[src/rtl/uart_pkg.sv]
// Shared UART types and constants: receiver state encoding, parity modes and
// a parity helper sized for the widest supported data word.
package uart_pkg;

  localparam int MAX_DATA_BITS = 9;

  localparam int PAR_NONE = 0;
  localparam int PAR_ODD  = 1;
  localparam int PAR_EVEN = 2;

  typedef enum logic [2:0] {
    ST_IDLE    = 3'd0,
    ST_START   = 3'd1,
    ST_DATA    = 3'd2,
    ST_PARITY  = 3'd3,
    ST_STOP    = 3'd4,
    ST_DELIVER = 3'd5,
    ST_BRK     = 3'd6
  } rx_state_t;

  function automatic logic parity_of(input logic [MAX_DATA_BITS-1:0] v);
    return ^v;
  endfunction

endpackage

[src/rtl/uart_sync2.sv]
// Two-flop synchroniser for an idle-high asynchronous line; both stages
// come out of reset at 1 so no spurious falling edge is seen after reset.
module uart_sync2 (
  input  logic clk_i,
  input  logic rst_ni,
  input  logic d_i,
  output logic q_o
);

  logic meta_q;
  logic sync_q;

  // metastability capture followed by the settled stage
  always_ff @(posedge clk_i or negedge rst_ni) begin
    if (!rst_ni) begin
      meta_q <= 1'b1;
      sync_q <= 1'b1;
    end else begin
      meta_q <= d_i;
      sync_q <= meta_q;
    end
  end

  assign q_o = sync_q;

endmodule

[src/rtl/uart_rx_core.sv]
// Parametrised UART receiver with mid-bit sampling, valid/ready output stream,
// per-frame parity/framing sideband, and overrun/break pulses.
module uart_rx_core
  import uart_pkg::*;
#(
  parameter int CLKS_PER_BIT = 10,
  parameter int DATA_BITS    = 8,
  parameter int PARITY       = 0,
  parameter int STOP_BITS    = 1
) (
  input  logic                 clk,
  input  logic                 reset,
  input  logic                 uart_rx,
  output logic [DATA_BITS-1:0] m_data,
  output logic                 m_valid,
  input  logic                 m_ready,
  output logic                 m_parity_err,
  output logic                 m_frame_err,
  output logic                 overrun,
  output logic                 break_det,
  output logic                 busy
);

  localparam int CNT_W = (CLKS_PER_BIT > 1) ? $clog2(CLKS_PER_BIT) : 1;
  localparam int IDX_W = $clog2(DATA_BITS + 1);
  localparam logic [CNT_W-1:0] CNT_HALF  = CNT_W'((CLKS_PER_BIT - 1) / 2);
  localparam logic [CNT_W-1:0] CNT_LAST  = CNT_W'(CLKS_PER_BIT - 1);
  localparam logic [CNT_W-1:0] CNT_ONE   = CNT_W'(1);
  localparam logic [IDX_W-1:0] IDX_ONE   = IDX_W'(1);
  localparam logic [IDX_W-1:0] DATA_LAST = IDX_W'(DATA_BITS - 1);
  localparam logic [IDX_W-1:0] STOP_LAST = IDX_W'(STOP_BITS - 1);
  localparam logic             PAR_WANT  = (PARITY == PAR_ODD) ? 1'b1 : 1'b0;

  logic                 rx_s;
  logic                 sample_s;
  rx_state_t            state_q;
  logic [CNT_W-1:0]     bit_cnt_q;
  logic [IDX_W-1:0]     idx_q;
  logic [DATA_BITS-1:0] shift_q;
  logic                 par_err_q;
  logic                 frm_err_q;
  logic [DATA_BITS-1:0] m_data_q;
  logic                 m_valid_q;
  logic                 m_parity_err_q;
  logic                 m_frame_err_q;
  logic                 overrun_q;
  logic                 break_q;
  logic                 busy_q;

  uart_sync2 u_sync (
    .clk_i  (clk),
    .rst_ni (reset),
    .d_i    (uart_rx),
    .q_o    (rx_s)
  );

  assign sample_s = (bit_cnt_q == CNT_LAST);

  // receive FSM, bit timing and the registered output stream
  always_ff @(posedge clk or negedge reset) begin
    if (!reset) begin
      state_q        <= ST_IDLE;
      bit_cnt_q      <= {CNT_W{1'b0}};
      idx_q          <= {IDX_W{1'b0}};
      shift_q        <= {DATA_BITS{1'b0}};
      par_err_q      <= 1'b0;
      frm_err_q      <= 1'b0;
      m_data_q       <= {DATA_BITS{1'b0}};
      m_valid_q      <= 1'b0;
      m_parity_err_q <= 1'b0;
      m_frame_err_q  <= 1'b0;
      overrun_q      <= 1'b0;
      break_q        <= 1'b0;
      busy_q         <= 1'b0;
    end else begin
      overrun_q <= 1'b0;
      break_q   <= 1'b0;
      if (m_valid_q && m_ready) begin
        m_valid_q <= 1'b0;
      end
      case (state_q)
        ST_IDLE: begin
          bit_cnt_q <= {CNT_W{1'b0}};
          if (!rx_s) begin
            state_q <= ST_START;
            busy_q  <= 1'b1;
          end
        end
        ST_START: begin
          if (bit_cnt_q == CNT_HALF) begin
            bit_cnt_q <= {CNT_W{1'b0}};
            if (rx_s) begin
              state_q <= ST_IDLE;
              busy_q  <= 1'b0;
            end else begin
              state_q   <= ST_DATA;
              idx_q     <= {IDX_W{1'b0}};
              par_err_q <= 1'b0;
              frm_err_q <= 1'b0;
            end
          end else begin
            bit_cnt_q <= bit_cnt_q + CNT_ONE;
          end
        end
        ST_DATA: begin
          if (sample_s) begin
            bit_cnt_q <= {CNT_W{1'b0}};
            // LSB arrives first, so shifting in at the top leaves it at bit 0
            shift_q   <= {rx_s, shift_q[DATA_BITS-1:1]};
            if (idx_q == DATA_LAST) begin
              idx_q   <= {IDX_W{1'b0}};
              state_q <= (PARITY != PAR_NONE) ? ST_PARITY : ST_STOP;
            end else begin
              idx_q <= idx_q + IDX_ONE;
            end
          end else begin
            bit_cnt_q <= bit_cnt_q + CNT_ONE;
          end
        end
        ST_PARITY: begin
          if (sample_s) begin
            bit_cnt_q <= {CNT_W{1'b0}};
            par_err_q <= (parity_of(MAX_DATA_BITS'(shift_q)) ^ rx_s) != PAR_WANT;
            state_q   <= ST_STOP;
          end else begin
            bit_cnt_q <= bit_cnt_q + CNT_ONE;
          end
        end
        ST_STOP: begin
          if (sample_s) begin
            bit_cnt_q <= {CNT_W{1'b0}};
            if (!rx_s) begin
              frm_err_q <= 1'b1;
            end
            if (idx_q == STOP_LAST) begin
              idx_q   <= {IDX_W{1'b0}};
              state_q <= ST_DELIVER;
            end else begin
              idx_q <= idx_q + IDX_ONE;
            end
          end else begin
            bit_cnt_q <= bit_cnt_q + CNT_ONE;
          end
        end
        ST_DELIVER: begin
          // a simultaneous accept frees the slot, so the new frame still loads
          if (m_valid_q && !m_ready) begin
            overrun_q <= 1'b1;
          end else begin
            m_data_q       <= shift_q;
            m_parity_err_q <= par_err_q;
            m_frame_err_q  <= frm_err_q;
            m_valid_q      <= 1'b1;
          end
          break_q <= frm_err_q && (shift_q == {DATA_BITS{1'b0}});
          if (rx_s) begin
            state_q <= ST_IDLE;
            busy_q  <= 1'b0;
          end else begin
            state_q <= ST_BRK;
          end
        end
        ST_BRK: begin
          if (rx_s) begin
            state_q <= ST_IDLE;
            busy_q  <= 1'b0;
          end
        end
        default: begin
          state_q <= ST_IDLE;
          busy_q  <= 1'b0;
        end
      endcase
    end
  end

  assign m_data       = m_data_q;
  assign m_valid      = m_valid_q;
  assign m_parity_err = m_parity_err_q;
  assign m_frame_err  = m_frame_err_q;
  assign overrun      = overrun_q;
  assign break_det    = break_q;
  assign busy         = busy_q;

endmodule

[config.mk]
export PLATFORM = sky130hd
export DESIGN_NAME = uart_rx_core
export DESIGN_NICKNAME = d
export VERILOG_FILES = /design/src/rtl/uart_pkg.sv /design/src/rtl/uart_sync2.sv /design/src/rtl/uart_rx_core.sv
export SDC_FILE = /design/constraint.sdc
export NUM_CORES = 1
export LEC_CHECK = 0
export ABC_AREA = 1
export ABC_CLOCK_PERIOD_IN_PS = 2200
export BUFFER_PORTS_ARGS = -buffer_cell sky130_fd_sc_hd__buf_2
export CORE_AREA = 4 4 80 82
export DETAILED_ROUTE_END_ITERATION = 12
export DIE_AREA = 0 0 84 86
export PLACE_DENSITY_LB_ADDON = 0.12
export SLEW_MARGIN = 20
export SYNTH_ARGS = -nofsm -noshare
export SYNTH_HDL_FRONTEND = slang
export SYNTH_SLANG_ARGS = --single-unit
[constraint.sdc]
create_clock -name clk -period 2.2 [get_ports clk]
set_input_delay 0.44 -clock clk [delete_from_list [all_inputs] [get_ports clk]]
set_output_delay 0.44 -clock clk [all_outputs]
set_load 0.02 [all_outputs]
# Word level (Yosys, flattened, before mapping)
# Index checks and enable logic that the tools add are counted.
dict set report word_totals {
  mem_count 0
  latch_bits 0
  rom_bits 0
  out_inout_bits 14
  regBits 37
  mem_bits_rw 0
  elab_cells 97
  input_bits 4
}
dict set report op_classes {
  n_bitwise 3
  n_addsub 2
  mul 0
  mux 37
  div_mod_pow 0
  eq_ne 19
  reduce_logical 21
  magnitude_cmp 0
  shifts 0
}
# operator count
set op_table {}
lappend op_table {{$mux W4} 8}
lappend op_table {{$mux W3} 9}
lappend op_table {{$pmux W4 S3} 2}
lappend op_table {{$pmux W3 S7} 1}
lappend op_table {{$ne A2 B2 Y1 const B} 9}
lappend op_table {{$mux W1} 13}
lappend op_table {{$reduce_and A5 Y1} 2}
lappend op_table {{$eq A3 B3 Y1 const B} 3}
lappend op_table {{$reduce_xor A9 Y1} 1}
lappend op_table {{$add A4 B1 Y4 const B} 2}
lappend op_table {{$eq A4 B3 Y1 const B} 2}
lappend op_table {{$logic_not A8 Y1} 1}
lappend op_table {{$reduce_and A8 Y1} 1}
lappend op_table {{$eq A3 B2 Y1 const B} 2}
lappend op_table {{$reduce_bool A3 Y1} 2}
lappend op_table {{$eq A4 B4 Y1 const B} 1}
lappend op_table {{$logic_not A4 Y1} 1}
lappend op_table {{$pmux W1 S2} 2}
lappend op_table {{$pmux W1 S4} 1}
lappend op_table {{$reduce_and A2 Y1} 2}
lappend op_table {{$reduce_and A4 Y1} 1}
lappend op_table {{$reduce_bool A2 Y1} 2}
lappend op_table {{$eq A3 B1 Y1 const B} 1}
lappend op_table {{$logic_and A1 B1 Y1} 3}
lappend op_table {{9 further kinds} 10}

# Longest topological paths before layout
# Gate-level depths: netlist of run 1.
dict set report depth {
  depth_word 4
  mapped_depth 11
  ltp_nobuf 11
}

# Cells and area by module
# Synthesis of run 1 repeated with hierarchy kept, for this count alone.
dict set report hier_totals {
  hier_cells 231
  area_unflattened_um2 1891.8
}
# mod seq_area_each_um2 cells_per_inst area_each_um2 n_inst
set by_module_without_submodules {}
lappend by_module_without_submodules {uart_rx_core 875.8 229 1839.3 1}
lappend by_module_without_submodules {uart_sync2 52.6 2 52.6 1}

# Worst setup path before layout of run 1
# Ideal clock, no wire load.
dict set report synth_path {
  path_kind {register to register}
  start {register bit_cnt_q[1]}
  end {register shift_q[5]}
  setup_ns 0.118
  arrival_time_ns 1.326
  path_buffers 2
  stages_incl_launch_ff 9
  setup_slack_ns 0.756
  required_ns 2.082
  path_cell_list {dfrtp_1 -> inv_1 -> ha_1 -> nand3_1 -> or2_1 -> buf_6 -> buf_12 -> nand2_2 -> o21ai_2}
}
dict set report synth_via {
  elab_chain_cells 2
}
# item line
set synth_lines {}
lappend synth_lines {{start: declaration} uart_rx_core.sv:37} ;# logic [CNT_W-1:0] bit_cnt_q;
lappend synth_lines {{start signal: assignment} uart_rx_core.sv:63} ;# bit_cnt_q <= {CNT_W{1'b0}};
lappend synth_lines {{start signal: assignment} uart_rx_core.sv:83} ;# bit_cnt_q <= {CNT_W{1'b0}};
lappend synth_lines {{start signal: assignment} uart_rx_core.sv:91} ;# bit_cnt_q <= {CNT_W{1'b0}};
lappend synth_lines {{$eq A4 B4 Y1} uart_rx_core.sv:57} ;# assign sample_s = (bit_cnt_q == CNT_LAST);
lappend synth_lines {{$reduce_and A2 Y1 (no line)} n/a}
lappend synth_lines {{end signal: assignment} uart_rx_core.sv:65} ;# shift_q <= {DATA_BITS{1'b0}};
lappend synth_lines {{end signal: assignment} uart_rx_core.sv:109} ;# shift_q <= {rx_s, shift_q[DATA_BITS-1:1]};
lappend synth_lines {{end: declaration} uart_rx_core.sv:39} ;# logic [DATA_BITS-1:0] shift_q;
# Every way passes these cells.
# A chain may end at the register's enable or synchronous reset.

# Worst setup path in the final report of run 1
dict set report layout_path {
  start {register bit_cnt_q[1]}
  end {register shift_q[3]}
}
# Same word-level chain as after synthesis.

==> impl_summary.txt, run 1 <==
----------------------------------------------------
[Die]
  Row cnt ... 28
  Floorplan Core Area ... 5750 um2
  Die width ... 84 um
  Die area ... 7220 um2
  Die height ... 86 um
  Number of primary I/O pins ... 18
  Starting density of the core ... 0.340

[Setup path]
  Critical path type ... flip-flop to flip-flop
  Data required, critical path ... 2350 ps
  Crit Path Max Fanout ... 16
  Critical Path Start Type ... flip-flop
  Type of element capturing the critical path ... flip-flop
  Arr. time, crit path ... 1860 ps

[Detailed routing]
  Post-DR vias/cell ... 4.52
  Routed len/inst ... 11.2 um
  Detailed-route via count ... 1529
  Starting DRC count in detailed routing ... 70
  Final wirelength ... 3780 um
  Router iterations before antenna repair ... 4
  Post-DRT Antenna Nets ... 0
  DR DRC count ... 0

[Timing]
  Number of slew-limit violations in the final report ... 0
  Normalized max-slew margin ... 0.534
  Worst path setup slack after routing ... 490 ps
  Total negative slack ... 0 ps
  Final setup skew ... 4.64 ps
  Count of final setup violators ... 0
  Unrepaired setup endpoints after global routing ... false
  Worst Hold Margin ... 202 ps
  Transition time at the pin with the least slew margin ... 699 ps
  Final cycle utilization of the critical path ... 0.777
  Maximum clock frequency ... 585 MHz
  Period minus WS final ... 1710 ps
  Number of endpoints with negative hold slack in the final report ... 0

[Global route]
  Maximum number of pins on one net before global-route repair ... 38
  Antenna violations before repair ... 0
  Total track usage ... 0.111
  Global-route wire length before repair ... 6410 um
  Total congestion overflow ... 0
  Via count of the first global-routing pass ... 1414

[Placement]
  HPWL reported at the end of detailed placement ... 2820 um
  Area after detailed placement ... 2100 um2
  Port bufs ... 17
  Final weighted congestion in routability-driven placement ... 0.773
  Post-placement worst setup slack ... 483 ps

[CTS]
  Post-CTS clock slew at the launch and capture registers of the worst setup and hold paths ... 70 ps
  Buffer levels on the longest clock path ... 2
  H-tree levels ... 2
  CTS tree ... done
  Total CTS buffers ... 5
  Root buf cell ... clkbuf_8
  CTS Hold Buffers Added ... 0
  Count of buffers added by post-CTS timing repair for setup ... 0
  Clock tree sinks ... 37
  Source-to-sink clock delay at the later pin of the worst-skew pair ... 280 ps
  Post-CTS resize count ... 0

[Yosys]
  Count of cell types in the netlist ... 24
  Most frequently used cell type in the post-synthesis netlist ... nand2_1
  Summed instance area of the synthesized netlist ... 1950 um2
  Proportion of register bits with asynchronous set or reset after synthesis ... 1.00
  Synth area leaders ... dfrtp_1 (45%), nand2_1 (16%), ha_1 (5.8%)
  EDFF count, synth ... 0
  Most frequent cells after synthesis ... nand2_1 (83), dfrtp_1 (35), inv_1 (25)
  Total nets after synthesis ... 254
  Yosys top cell by area ... dfrtp_1
  Post-synthesis sequential element count ... 37
  Fraction of post-synthesis cell area in the top cell type by area ... 0.448
  Mean instance size in the synthesized netlist ... 8.10 um2
  Post-synthesis sequential area ratio ... 0.475
  Yosys warning count ... 0
  Flip-flop cell with the highest count after synthesis ... dfrtp_1
  Cell count after synthesis ... 241

[Power]
  VDD IR max ... 457 uV
  Total power ... 2150 uW
  Power Density ... 984 nW/um2
  Static leakage ... 0.00111 uW

[Job]
  Max-Cap Viols ... 0

[Finish]
  Area of all placed cells without fillers ... 2180 um2
  Fraction of layout instances using a drive strength above 1 ... 0.179
  Fin nets ... 276
  Count of inserted antenna diode cells ... 0
  Final-layout fill cell count ... 600
  Area added between synthesis and finish ... 11.8%

[Outcome]
  Result of the run ... completed

[Hold path]
  Min-delay worst type ... input port to async pin

----------------------------------------------------
## layer usage
| layer | GRT usage | up-vias | wire, um | part of all wire |
|---|---|---|---|---|
| li1 | - | 803 | - | - |
| met1 | 0.139 | 701 | 1840 | 0.49 |
| met2 | 0.181 | 23 | 1780 | 0.47 |
| met3 | 0.0346 | 2 | 131 | 0.035 |
| met4 | 0.0395 | 0 | 32 | 0.0085 |
| met5 | 0 | - | 0 | 0 |
## kinds of logic after synthesis
kind of cell / after synthesis / share of synthesized area
buffers and inverters: 32 / 0.0775
XOR/XNOR: 2 / 0.00897
AO/OA/AOI/OAI: 28 / 0.0903
AND/OR/NAND/NOR: 133 / 0.290
adder cells (fa/ha/maj): 9 / 0.0577
flip-flops: 37 / 0.475
## registers in the layout (all words and copies together), names as in the netlist
signal and count:
m_frame_err 1, par_err_q 1, shift_q 8, busy 1, frm_err_q 1, m_parity_err 1, m_valid 1, u_sync.q_o 1
u_sync.meta_q 1, overrun 1, m_data 8, state_q 3, break_det 1, bit_cnt_q 4, idx_q 4
## cell usage in the layout, fill, tap and decap left out, types with 2 or more instances in the layout
| cell type | count |
|---|---|
| a21oi_1 | 2 |
| buf_2 | 17 |
| clkbuf_8 | 6 |
| dfrtp_1 | 35 |
| dfstp_2 | 2 |
| ha_1 | 9 |
| inv_1 | 25 |
| inv_2 | 4 |
| nand2_1 | 83 |
| nand2_2 | 5 |
| nand3_1 | 20 |
| nand3b_1 | 2 |
| nand4_1 | 2 |
| nor2_1 | 15 |
| nor2_2 | 2 |
| nor3_1 | 2 |
| o21ai_0 | 14 |
| o21ai_1 | 2 |
| o21ai_2 | 9 |
## worst max-delay path, stage by stage (launching register included)
cell and delay [ps]:
dfrtp_1 380, inv_1 120, ha_1 150, nand3_1 160, or2_1 530, nand2_1 170, o21ai_2 60
## cell type report
cell class / instances / area [um2] / area share
multi-input cells: 172 / 873 / 0.400
inverters: 29 / 109 / 0.0499
repair buffers: 18 / 92.6 / 0.0424
clock buffers: 7 / 86.3 / 0.0395
flip-flops and latches: 37 / 928 / 0.425
well taps: 75 / 93.8 / 0.0430
## path summary, 6_finish.rpt
path | depth (start not counted) | end | startpoint | slack [ps]
setup / recovery | 6 | shift_q[3] | bit_cnt_q[1] | 490
hold / removal | 2 | m_frame_err | reset | 200
setup reg to reg | 6 | shift_q[3] | bit_cnt_q[1] | 490
hold reg to reg | 0 | u_sync.q_o | u_sync.meta_q | 360
max in group asynchronous | 2 | u_sync.q_o | reset | 1640
min in group clk | 1 | u_sync.meta_q | uart_rx | 260
## power breakdown
| part | switching, uW | leakage [uW] | internal (uW) | total [uW] |
|---|---|---|---|---|
| Combinational | 559 | 0.000567 | 244 | 803 |
| Clock | 218 | 0.0000443 | 248 | 466 |
| Sequential | 95.4 | 0.000500 | 784 | 880 |
| Total | 872 | 0.00111 | 1280 | 2150 |
## per-stage QoR
stage / cells / utilization
2_1_floorplan: 241 / -
3_3_place_gp: 331 / 0.365
3_5_place_dp: 331 / 0.365
4_1_cts: 338 / 0.380
5_1_grt: 338 / 0.380
6_report: 338 / 0.380
No activity file was read; power rests on OpenSTA's default activity.
==> run 2: changes to the inputs <==
ABC_AREA = 0   (was 1)
ABC_CLOCK_PERIOD_IN_PS = 1700   (was 2200)
CORE_AREA = 4 4 79 81   (was 4 4 80 82)
DIE_AREA = 0 0 83 85   (was 0 0 84 86)
clock period = 1.7 ns   (was 2.2 ns; I/O delays follow)
==> impl_summary.txt, run 2 <==
----------------------------------------------------
[Timing]
  Normalized max-slew margin ... 0.657 (+0.123)
  Final setup skew ... 4.45 ps (-0.196 ps)
  Transition time at the pin with the least slew margin ... 509 ps (-190 ps)
  Final cycle utilization of the critical path ... 0.980 (+0.202)
  Number of endpoints with negative hold slack in the final report ... 4 (+4)
  Total negative slack ... 0 ps (unchanged)
  Unrepaired setup endpoints after global routing ... true
  Number of slew-limit violations in the final report ... 0 (unchanged)
  Worst path setup slack after routing ... 34.7 ps (-456 ps)
  Period minus WS final ... 1670 ps (-44.5 ps)
  Count of final setup violators ... 0 (unchanged)
  Maximum clock frequency ... 600 MHz (+2.7%)
  Worst Hold Margin ... -2.47 ps (-204 ps)

[Setup path]
  Critical Path Start Type ... flip-flop
  Cells traversed along the worst timing path ... inv_2 > ha_1 > or3b_4 > a32o_2 > o2111ai_2 > o211ai_1
  Critical path type ... flip-flop to flip-flop
  Highest cell delay on the worst timing path ... 400 ps (-130 ps)
  Crit Path Max Fanout ... 5 (-11)
  Reg2Reg Setup Slack ... 30 ps (-460 ps)
  Worst-path cell with the longest stage delay ... dfrtp_1
  Worst R2R End ... idx_q[3]
  Worst flop-to-flop path startpoint ... idx_q[0]
  Data required, critical path ... 1860 ps (-490 ps)
  Arr. time, crit path ... 1820 ps (-40 ps)
  Reg2reg path depth ... 6 (unchanged)
  Type of element capturing the critical path ... flip-flop
  Start point of the critical path ... idx_q[0]

[Placement]
  Port bufs ... 17 (unchanged)
  Post-placement worst setup slack ... -39.4 ps (-522 ps)
  HPWL reported at the end of detailed placement ... 2820 um (-0.32%)
  Final weighted congestion in routability-driven placement ... 0.775 (+0.35%)
  Area after detailed placement ... 2180 um2 (+3.8%)

[CTS]
  H-tree levels ... 2 (unchanged)
  Post-CTS clock slew at the launch and capture registers of the worst setup and hold paths ... 70 ps (about the same)
  Buffer levels on the longest clock path ... 2 (unchanged)
  CTS tree ... done
  Clock tree sinks ... 37 (unchanged)
  Source-to-sink clock delay at the later pin of the worst-skew pair ... 280 ps (about the same)
  Root buf cell ... clkbuf_8
  Total CTS buffers ... 5 (unchanged)
  CTS Hold Buffers Added ... 0 (unchanged)

[Detailed routing]
  Routed len/inst ... 13.4 um (+20%)
  Starting DRC count in detailed routing ... 37 (-47%)
  Post-DR vias/cell ... 4.77 (+5.4%)
  Router iterations before antenna repair ... 4 (unchanged)
  DR DRC count ... 0 (unchanged)
  Final wirelength ... 3820 um (+1.0%)
  Post-DRT Antenna Nets ... 0 (unchanged)
  Detailed-route via count ... 1359 (-11%)

[Job]
  Max-Cap Viols ... 0 (unchanged)

[Die]
  Row cnt ... 27 (-3.6%)
  Starting density of the core ... 0.342 (+0.00162)
  Die height ... 85 um (-1.2%)
  Floorplan Core Area ... 5470 um2 (-4.7%)
  Die width ... 83 um (-1.2%)
  Number of primary I/O pins ... 18 (unchanged)
  Die area ... 7060 um2 (-2.3%)

[Global route]
  Maximum number of pins on one net before global-route repair ... 20 (-47%)
  Global-route wire length before repair ... 6660 um (+3.9%)
  Total track usage ... 0.114 (+0.00287)
  Via count of the first global-routing pass ... 1426 (+0.85%)
  Total congestion overflow ... 0 (unchanged)
  Antenna violations before repair ... 0 (unchanged)

[Yosys]
  Post-synthesis sequential area ratio ... 0.497 (+0.0213)
  Most frequent cells after synthesis ... dfrtp_1 (35), inv_1 (16), nor2_1 (13)
  Cell count after synthesis ... 173 (-28%)
  Proportion of register bits with asynchronous set or reset after synthesis ... 1.00 (unchanged)
  Summed instance area of the synthesized netlist ... 1870 um2 (-4.3%)
  Yosys top cell by area ... dfrtp_1
  Flip-flop cell with the highest count after synthesis ... dfrtp_1
  Most frequently used cell type in the post-synthesis netlist ... dfrtp_1
  Count of cell types in the netlist ... 40 (+67%)
  Mean instance size in the synthesized netlist ... 10.8 um2 (+33%)
  Total nets after synthesis ... 186 (-27%)
  Post-synthesis sequential element count ... 37 (unchanged)
  Synth area leaders ... dfrtp_1 (47%), ha_1 (6.0%), mux2_2 (6.0%)
  Yosys warning count ... 0 (unchanged)
  Fraction of post-synthesis cell area in the top cell type by area ... 0.469 (+0.0201)
  EDFF count, synth ... 0 (unchanged)

[Finish]
  Leading cell types in the layout, fill and taps excluded ... dfrtp_1 (34), buf_4 (20), buf_2 (17)
  Commonest non-fill, non-tap cell in the layout ... dfrtp_1
  Fin nets ... 225 (-18%)
  Final-layout fill cell count ... 546 (-9.0%)
  Fraction of layout instances using a drive strength above 1 ... 0.362 (+0.183)
  Area of all placed cells without fillers ... 2330 um2 (+6.9%)
  Count of inserted antenna diode cells ... 0 (unchanged)
  Area added between synthesis and finish ... 24.8%

[Power]
  VDD IR max ... 587 uV (+28%)
  Static leakage ... 0.00111 uW (-0.40%)
  Total power ... 2980 uW (+39%)
  Power Density ... 1280 nW/um2 (+30%)

[Hold path]
  Min-delay worst type ... input port to async pin

[Outcome]
  Result of the run ... complete, but fails checks
  Violations in the final reports ... negative hold slack

----------------------------------------------------
run 2: cell types whose count changed in the layout (fill, tap and decap cells not counted), moves of 5 or more:
cell	previous run	this run
nand2_1	83	8
buf_4	1	20
inv_1	25	13
nand3_1	20	8
mux2_2	0	10
mux2i_1	0	10
o21ai_2	9	0
o21ai_0	14	8
nand2_2	5	0
run 2: kinds of logic after synthesis:
family	count (synthesis)	share of synthesized area
AO/OA/AOI/OAI	28	0.100
XOR/XNOR	7	0.0328
adder cells (fa/ha/maj)	9	0.0602
buffers and inverters	23	0.0489
flip-flops	37	0.497
multiplexers	20	0.114
AND/OR/NAND/NOR	49	0.147
run 2: what timing repair did:
item / in CTS / in global routing
setup buffers: 0 / 4
pin swaps: 1 / 5
resized for setup: 7 / 8
setup endpoints to repair: 4 / 5
run 2: stage by stage:
stage          instances   util
2_1_floorplan        173      -
3_3_place_gp         273  0.398
3_5_place_dp         273  0.398
4_1_cts              281  0.416
5_1_grt              285  0.426
6_report             285  0.426
run 2: power breakdown:
part | internal [uW] | switching (uW)
Sequential | 1030 | 129
Clock | 284 | 296
Combinational | 616 | 620
Total | 1930 | 1050
run 2: worst max-delay path by stage:
stage / end / cells past startpoint
2_1_floorplan: idx_q[2] / 7
3_3_place_gp: idx_q[2] / 6
3_5_place_dp: state_q[1] / 6
4_1_cts: state_q[1] / 6
5_1_grt: idx_q[0] / 5
6_report: idx_q[3] / 6
run 2: metal layers:
| metal | global-route usage | vias to the layer above | share of wire |
|---|---|---|---|
| li1 | - | 675 | - |
| met1 | 0.129 | 660 | 0.43 |
| met2 | 0.202 | 20 | 0.52 |
| met3 | 0.0379 | 4 | 0.037 |
| met4 | 0.0386 | 0 | 0.0092 |
| met5 | 0 | - | 0 |
run 2: final cells by class:
class / instances / area, um2 / area share
Sequential cell: 37 / 930 / 0.398
Multi-Input combinational cell: 113 / 896 / 0.384
Timing Repair Buffer: 39 / 275 / 0.118
Tap cell: 72 / 90.1 / 0.0386
Clock buffer: 6 / 72.6 / 0.0311
Inverter: 16 / 60.1 / 0.0257
Clock inverter: 2 / 10.0 / 0.00429
run 2: critical path, delay by kind of cell (launching register included):
family | cells | cell delay (ps)
flops | 1 | 400
fa+ha+maj | 1 | 140
compound gates | 3 | 520
simple gates | 1 | 400
buf+inv | 1 | 70
==> run 3: changes to the inputs <==
==> constraint.sdc (replaced) <==
create_clock -name clk -period 1.7 [get_ports clk]
set_input_delay 0.17 -clock clk [delete_from_list [all_inputs] [get_ports clk]]
set_output_delay 0.17 -clock clk [all_outputs]
set_load 0.02 [all_outputs]
==> impl_summary.txt, run 3 (synthesis gave the netlist of run 2 again) <==
----------------------------------------------------
[Outcome]
  Result of the run ... completed

[CTS]
  Post-CTS clock slew at the launch and capture registers of the worst setup and hold paths ... 70 ps (about the same)
  Root buf cell ... clkbuf_8
  H-tree levels ... 2 (unchanged)
  Total CTS buffers ... 5 (unchanged)
  Buffer levels on the longest clock path ... 2 (unchanged)
  CTS tree ... done
  Source-to-sink clock delay at the later pin of the worst-skew pair ... 280 ps (about the same)
  Clock tree sinks ... 37 (unchanged)

[Global route]
  Total track usage ... 0.115 (+0.00104)
  Antenna violations before repair ... 0 (unchanged)
  Global-route wire length before repair ... 6750 um (+1.4%)
  Via count of the first global-routing pass ... 1470 (+3.1%)
  Maximum number of pins on one net before global-route repair ... 20 (unchanged)
  Total congestion overflow ... 0 (unchanged)

[Die]
  Number of primary I/O pins ... 18 (unchanged)
  Die area ... 7060 um2 (unchanged)
  Row cnt ... 27 (unchanged)
  Die width ... 83 um (unchanged)
  Die height ... 85 um (unchanged)
  Starting density of the core ... 0.342 (unchanged)
  Floorplan Core Area ... 5470 um2 (unchanged)

[Detailed routing]
  Starting DRC count in detailed routing ... 47 (+27%)
  Detailed-route via count ... 1364 (+0.37%)
  Router iterations before antenna repair ... 4 (unchanged)
  DR DRC count ... 0 (unchanged)
  Routed len/inst ... 13.0 um (-3.3%)
  Final wirelength ... 3760 um (-1.6%)
  Post-DRT Antenna Nets ... 0 (unchanged)
  Post-DR vias/cell ... 4.70 (-1.4%)

[Timing]
  Maximum clock frequency ... 597 MHz (-0.51%)
  Normalized max-slew margin ... 0.686 (+0.0290)
  Number of slew-limit violations in the final report ... 0 (unchanged)
  Unrepaired setup endpoints after global routing ... true
  Count of final setup violators ... 0 (unchanged)
  Number of endpoints with negative hold slack in the final report ... 0 (-4)
  Final cycle utilization of the critical path ... 0.985 (+0.00501)
  Transition time at the pin with the least slew margin ... 466 ps (-43.1 ps)
  Final setup skew ... 5.30 ps (+0.859 ps)
  Period minus WS final ... 1670 ps (+8.51 ps)

[Placement]
  Placed cells ... 273 (unchanged)
  Port bufs ... 17 (unchanged)
  Final weighted congestion in routability-driven placement ... 0.775 (-0.12%)
  HPWL reported at the end of detailed placement ... 2750 um (-2.2%)

[Setup path]
  Arr. time, crit path ... 1830 ps (about the same)
  Reg2reg path depth ... 6 (unchanged)
  Data required, critical path ... 1860 ps (about the same)
  Type of element capturing the critical path ... flip-flop
  Critical path type ... flip-flop to flip-flop
  Crit Path Max Fanout ... 5 (unchanged)
  Critical Path Start Type ... flip-flop

[Finish]
  Count of placed standard cells in the final layout, fillers left out ... 290 (+1.8%)
  Fraction of layout instances using a drive strength above 1 ... 0.390 (+0.0284)
  Area added between synthesis and finish ... 31.7%
  Utilization after layout ... 0.450 (+0.0233)
  Commonest non-fill, non-tap cell in the layout ... dfrtp_1
  Final-layout fill cell count ... 548 (+0.37%)
  Count of inserted antenna diode cells ... 0 (unchanged)
  Multi-input combinational cell area ... 926 um2 (+3.4%)
  Combined flip-flop and latch cell area ... 930 um2 (unchanged)
  Fin nets ... 230 (+2.2%)
  Leading cell types in the layout, fill and taps excluded ... dfrtp_1 (34), buf_4 (22), buf_2 (17)

[Power]
  VDD IR max ... 638 uV (+8.7%)
  Power Density ... 1360 nW/um2 (+6.2%)
  Static leakage ... 0.00116 uW (+4.6%)
  Total power ... 3340 uW (+12%)

[Hold path]
  Number of cells on the worst hold path ... 3
  Min-delay worst type ... input port to flip-flop

[Job]
  Max-Cap Viols ... 0 (unchanged)

----------------------------------------------------
-- run 3: cell count changes in the layout (fill, tap and decap cells not counted), sizes merged --
| cell | change |
|---|---|
| clkinv | -1 |
| clkbuf | -1 |
| dlygate4sd3 | +2 |
| bufinv | +2 |
| buf | +3 |
-- run 3: cell type report --
class / count / share of cell area
Inverter: 16 / 0.0244
Multi-Input combinational cell: 113 / 0.376
Clock inverter: 3 / 0.0264
Tap cell: 72 / 0.0366
Clock buffer: 5 / 0.0280
Timing Repair Buffer: 44 / 0.131
Sequential cell: 37 / 0.378
-- run 3: path summary, 6_finish.rpt --
check,from,endpoint,slack [ps]
min in group asynchronous,reset,shift_q[2],350
setup / recovery,idx_q[0],idx_q[3],30
hold reg to reg,u_sync.meta_q,u_sync.q_o,360
hold / removal,m_ready,overrun,170
max in group asynchronous,reset,u_sync.meta_q,760
setup reg to reg,idx_q[0],idx_q[3],30
-- run 3: routing by layer --
layer  GRT usage  vias up  wire [um]
met2       0.200       23       1950
met1       0.134      650       1640
met5           0        -          0
met4      0.0401        0         37
met3      0.0369        4        132
li1            -      687          -
-- run 3: stage by stage --
step	setup slack [ps]	setup TNS [ps]	instance area (um2)	hold slack, ps
2_1_floorplan	9.77	0	1880	-126
3_3_place_gp	14.8	0	2180	150
3_5_place_dp	-24.0	-34.6	2180	141
4_1_cts	5.98	0	2350	174
5_1_grt	-35.9	-62.2	2460	193
6_report	26.2	0	2460	172
-- run 3: worst max-delay path: stages, from the launching register on --
cell       delay, ps
dfrtp_1          410
inv_2             70
ha_1             140
or3b_4           410
a32o_2           340
o2111ai_2         80
o211ai_1         110
-- run 3: where the power goes --
| group | internal [uW] | switching, uW | leakage, uW | total [uW] |
|---|---|---|---|---|
| sequential | 1030 | 138 | 0.000486 | 1170 |
| combinational | 646 | 632 | 0.000604 | 1280 |
| clock | 583 | 306 | 0.0000681 | 889 |
| total | 2260 | 1080 | 0.00116 | 3340 |
-- run 3: repair_timing --
item,in CTS,in global routing
hold buffers,2,0
setup buffers,1,6
endpoints found under the setup margin,3,7
gates resized for setup,4,18
endpoints found under the hold margin,18,0
pin swaps,1,9
